`config.mk`:
```
export PLATFORM = sky130hd
export DESIGN_NAME = log2_sched
export DESIGN_NICKNAME = d
export VERILOG_FILES = /design/src/rtl/log2_sched.sv
export SDC_FILE = /design/constraint.sdc
export NUM_CORES = 1
export LEC_CHECK = 0
export BUFFER_PORTS_ARGS = -buffer_cell sky130_fd_sc_hd__buf_4
export CORE_ASPECT_RATIO = 2
export CORE_UTILIZATION = 50
export CTS_BUF_LIST = sky130_fd_sc_hd__clkbuf_16
export DETAILED_ROUTE_END_ITERATION = 10
export MAX_ROUTING_LAYER = met4
export PLACE_DENSITY = 0.88
export SKIP_LAST_GASP = 1
export SLEW_MARGIN = 5
export SYNTH_ARGS = -nofsm -noshare
export SYNTH_HDL_FRONTEND = slang
export SYNTH_SLANG_ARGS = --single-unit
```
`constraint.sdc`:
```
create_clock -name i_clk -period 3.74 [get_ports i_clk]
set_clock_uncertainty 0.1 [all_clocks]
set_input_delay 0.374 -clock i_clk [delete_from_list [all_inputs] [get_ports i_clk]]
set_output_delay 0.374 -clock i_clk [all_outputs]
set_load 0.02 [all_outputs]
```
`src/rtl/log2_sched.sv`:
```
// Round-robin scheduler sharing one iterative floor(log2) unit among NREQ requesters.
// Optional macro LOG2_ZERO_ERR_EN adds o_out_err, flagging a zero operand alongside each result.
module log2_sched #(
    parameter int NREQ    = 4,
    parameter int BIT_IN  = 12,
    parameter int BIT_OUT = 4
) (
    input  logic                     i_clk,
    input  logic                     i_rst_n,
    input  logic [NREQ-1:0]          i_req,
    input  logic [NREQ*BIT_IN-1:0]   i_dat_in,
    output logic [NREQ-1:0]          o_gnt,
    output logic                     o_out_valid,
    input  logic                     i_out_ready,
    output logic [BIT_OUT-1:0]       o_dat_out,
    output logic [$clog2(NREQ)-1:0]  o_out_id,
    output logic                     o_busy
`ifdef LOG2_ZERO_ERR_EN
    ,
    output logic                     o_out_err
`endif
);

    localparam int IDW = $clog2(NREQ);

    typedef enum logic [1:0] {
        S_IDLE,
        S_CALC,
        S_HOLD
    } state_t;

    state_t               r_state;
    logic [IDW-1:0]       r_ptr;
    logic [IDW-1:0]       r_idx;
    logic [IDW-1:0]       r_id;
    logic [BIT_IN-1:0]    r_opd;
    logic [BIT_OUT-1:0]   r_cnt;
    logic [BIT_OUT-1:0]   r_dat;
    logic                 r_valid;
`ifdef LOG2_ZERO_ERR_EN
    logic                 r_err;
`endif

    logic [BIT_IN-1:0]    w_opd [NREQ];
    logic                 w_any;
    logic [IDW-1:0]       w_win;

    genvar gi;
    generate
        for (gi = 0; gi < NREQ; gi++) begin : g_opd
            assign w_opd[gi] = i_dat_in[gi*BIT_IN +: BIT_IN];
        end
    endgenerate

    // Scan from the highest offset down so the requester closest to r_ptr wins.
    always_comb begin
        w_any = |i_req;
        w_win = r_ptr;
        for (int k = NREQ - 1; k >= 0; k--) begin
            if (i_req[r_ptr + IDW'(k)]) begin
                w_win = r_ptr + IDW'(k);
            end
        end
    end

    always_comb begin
        o_gnt = '0;
        if (r_state == S_IDLE && w_any) begin
            o_gnt[w_win] = 1'b1;
        end
    end

    always_ff @(posedge i_clk or negedge i_rst_n) begin
        if (!i_rst_n) begin
            r_state <= S_IDLE;
            r_ptr   <= '0;
            r_idx   <= '0;
            r_id    <= '0;
            r_opd   <= '0;
            r_cnt   <= '0;
            r_dat   <= '0;
            r_valid <= 1'b0;
`ifdef LOG2_ZERO_ERR_EN
            r_err   <= 1'b0;
`endif
        end else begin
            case (r_state)
                S_IDLE: begin
                    if (w_any) begin
                        r_opd   <= w_opd[w_win];
                        r_idx   <= w_win;
                        r_cnt   <= '0;
                        r_ptr   <= w_win + IDW'(1);
                        r_state <= S_CALC;
                    end
                end
                S_CALC: begin
                    if (r_opd <= BIT_IN'(1)) begin
                        r_dat   <= r_cnt;
                        r_id    <= r_idx;
                        r_valid <= 1'b1;
`ifdef LOG2_ZERO_ERR_EN
                        // Shifting never reaches zero from >=2, so zero here means a zero operand.
                        r_err   <= (r_opd == '0);
`endif
                        r_state <= S_HOLD;
                    end else begin
                        r_opd <= r_opd >> 1;
                        r_cnt <= r_cnt + BIT_OUT'(1);
                    end
                end
                S_HOLD: begin
                    if (i_out_ready) begin
                        r_valid <= 1'b0;
                        r_state <= S_IDLE;
                    end
                end
                default: r_state <= S_IDLE;
            endcase
        end
    end

    assign o_out_valid = r_valid;
    assign o_dat_out   = r_dat;
    assign o_out_id    = r_id;
    assign o_busy      = (r_state != S_IDLE);
`ifdef LOG2_ZERO_ERR_EN
    assign o_out_err   = r_err;
`endif

endmodule

```
==> impl_metrics.csv <==
group,metric,value,unit
run_status,outcome,"completed",
critical_path,crit_arrival,2.12,ns
power_and_ir_drop,power.density,694,nW/um2
critical_path,crit_required,3.27,ns
logic_synthesis,syn_area_per_cell,10.1,um2
logic_synthesis,synth-main-ff-cell,"dfrtp_1",
critical_path,worstPathMaxFanout,15,
logic_synthesis,synthAdderAreaFrac,0.0379,
finish,synthToLayoutAreaGrowth,34.2,%
grt,grt_usage,0.225,
floorplan,rows,29,
logic_synthesis,post-synth-top-area-cell,"dfrtp_1",
critical_path,crit_type,"reg2out",
min_path,min_path_type,"in2reg",
power_and_ir_drop,swShare,0.387,
clocking,cts.sinks,28,
sta,worst_slew_pin_slew,0.947,ns
logic_synthesis,syn_nets,223,
clocking,clock_latency,0.26,ns
logic_synthesis,synthArstFlopShare,1.00,
floorplan,ios,67,
grt,grt_max_degree,29,
clocking,cts_tree,"done",
grt,antenna_found_initial,0,
finish,nets,285,
min_path,hold_path_startpoint,"i_out_ready",
floorplan,die-height,83.3,um
sta,rsz0062_at_grt,"no",
placement,placed_cell_area,2130,um2
sta,hold_viol_final,0,
sta,slew_headroom,0.367,
placement,io_buffers,62,
logic_synthesis,yosys.area_share.simple,0.158,
logic_synthesis,synth.area.mux_share,0.179,
floorplan,die_area,3550,um2
logic_synthesis,synth_top_family_by_area,"multiplexers",
sta,fin_ws,1.14,ns
drt,drcViolationCount,0,
critical_path,startpoint_type,"register",
floorplan,coreArea,3160,um2
finish,regArea,701,um2
power_and_ir_drop,p_switching,0.595,mW
drt,wirelength,3630,um
drt,vias_per_cell,5.82,
sta,post-route-period-util,0.695,
floorplan,die_w,42.6,um
logic_synthesis,synth_area_leaders,"dfrtp_1 42%, mux2i_1 9.7%, nand2_1 5.2%",
sta,drv_slew,0,
drt,drt_iter0_drc,31,
logic_synthesis,yosysWarnings,0,
finish,drive_above_1_share,0.353,
logic_synthesis,ys_seq_area_frac,0.424,
logic_synthesis,synth-seq-cells,28,
clocking,cts_buffer_depth,2,
clocking,htreeDepth,1,
run,max-cap-violations,0,
critical_path,critPathCaptureType,"primary output",
logic_synthesis,synth_cell_types,40,
logic_synthesis,synth_commonest_cells,"28 x dfrtp_1, 23 x nand2_1, 16 x mux2i_1, 12 x o21ai_1, 9 x o21ai_0",
grt,grt_pass1_wl,6120,um
clocking,cts_buffers,3,
power_and_ir_drop,combPwrFrac,0.494,
clocking,clk_pin_slew_worst_paths,0.07,ns
power_and_ir_drop,p_leak,1.11,nW
logic_synthesis,synth_xor_area_frac,0.0106,
power_and_ir_drop,pwr-share-seq,0.350,
critical_path,crit_path_start,"r_state[1]",
sta,timing.fmax,385,MHz
power_and_ir_drop,p_int,0.943,mW
drt,vias,1483,
logic_synthesis,synth_top_area_frac,0.424,
critical_path,r2r_start,"r_state[1]",
drt,dr.pass1.iters,4,
finish,multiInputGateArea,901,um2
sta,finalSetupViolCount,0,
clocking,clockRootBuffer,"clkbuf_16",
finish,fillCellCount,249,
grt,grt_overflow,0,
logic_synthesis,synth_cells,163,
finish,final_area,2220,um2
finish,antenna_cells,0,
sta,period_needed,2.60,ns
drt,detail_route.wl_per_cell,14.2,um
power_and_ir_drop,ir_worst_vdd,0.354,mV
logic_synthesis,yosysMostFrequentCell,"dfrtp_1",
placement,place.gp.congestion,0.829,
finish,final_core_util,0.702,
placement,dp_hpwl,2770,um
sta,finalSetupTns,0,ns
floorplan,start_util,0.523,
power_and_ir_drop,clock_power_share,0.156,
logic_synthesis,synth_compound_area_frac,0.161,
logic_synthesis,synth_edf_count,0,
logic_synthesis,syn-cell-area,1650,um2
grt,grt_pass1_vias,1405,
placement,place_ws,1.27,ns
drt,antenna_left,0,
==> placed cells by master, fill, tap and decap left out, drive strengths merged, types with 3 or more instances in the layout <==
master and instances:
buf 62, dfrtp 28, nand2 23, o21ai 21
mux2i 16, mux2 8, o22a 7, nor2 6
ha 5, inv 5, nor2b 4, and2 4
nand2b 3, nor4 3, clkbuf 3
==> sequential cells by signal, indices dropped and copies added, names as in the netlist <==
name,flops
o_out_id,2
o_dat_out,4
r_ptr,2
r_cnt,4
o_out_valid,1
r_opd,11
r_idx,2
r_state,2
==> per-stage QoR <==
step / hold slack, ns / power [mW] / cells
floorplan: -0.0216 / 1.09 / 163
detailed placement: 0.205 / 1.30 / 250
finish: 0.207 / 1.54 / 255
global placement: 0.205 / 1.26 / 250
CTS: 0.209 / 1.55 / 255
global route: 0.216 / 1.66 / 255
==> power groups by stage <==
stage | logic, mW | registers [mW] | clock network [mW]
after floorplan | 0.547 | 0.542 | 0
final | 0.759 | 0.538 | 0.240
after global placement | 0.730 | 0.534 | 0
after CTS | 0.765 | 0.538 | 0.243
after detailed placement | 0.757 | 0.542 | 0
after global routing | 0.839 | 0.555 | 0.261
==> layout make-up <==
type                       count  share of cell area
multi-input combinational    124               0.407
clock buffer                   3              0.0339
clock inverter                 1             0.00169
timing repair buffer          63               0.215
sequential                    28               0.316
tap                           31              0.0175
inverter                       5             0.00960
==> final timing paths <==
kind / slack [ns] / cells past startpoint / endpoint
setup reg to reg: 1.23 / 6 / r_opd[4]
min in group asynchronous: 0.46 / 2 / r_cnt[2]
max in group asynchronous: 2.82 / 2 / r_cnt[1]
hold / removal: 0.21 / 2 / r_state[1]
hold reg to reg: 0.40 / 2 / r_idx[1]
setup / recovery: 1.14 / 4 / o_gnt[0]
==> timing repair <==
action / CTS / global route
hold buffers: 1 / 0
endpoints found under the hold margin: 28 / 0
setup buffers: 0 / 0
gates resized for setup: 0 / 0
==> logic make-up (layout without fill, tap and decap cells) <==
family	Yosys count	after routing
fa+ha+maj	5	5
compound gates	38	38
buf+inv	11	72
flops	28	28
mux	26	26
simple gates	53	53
xor+xnor	2	2
==> routing by layer <==
layer  vias to the layer above  GRT usage  wire [um]
met5                         -          -          0
met4                         0     0.0938         85
met3                         8     0.0283        128
met2                        51      0.391       2060
met1                       713      0.249       1360
li1                        711          -          -
==> critical path: stages (launching register included) <==
cell and delay, ns:
dfrtp_1 0.40, or2_2 0.34, nor2_1 0.74, and2_1 0.24
buf_4 0.14
(Power assumes the default switching activity.)
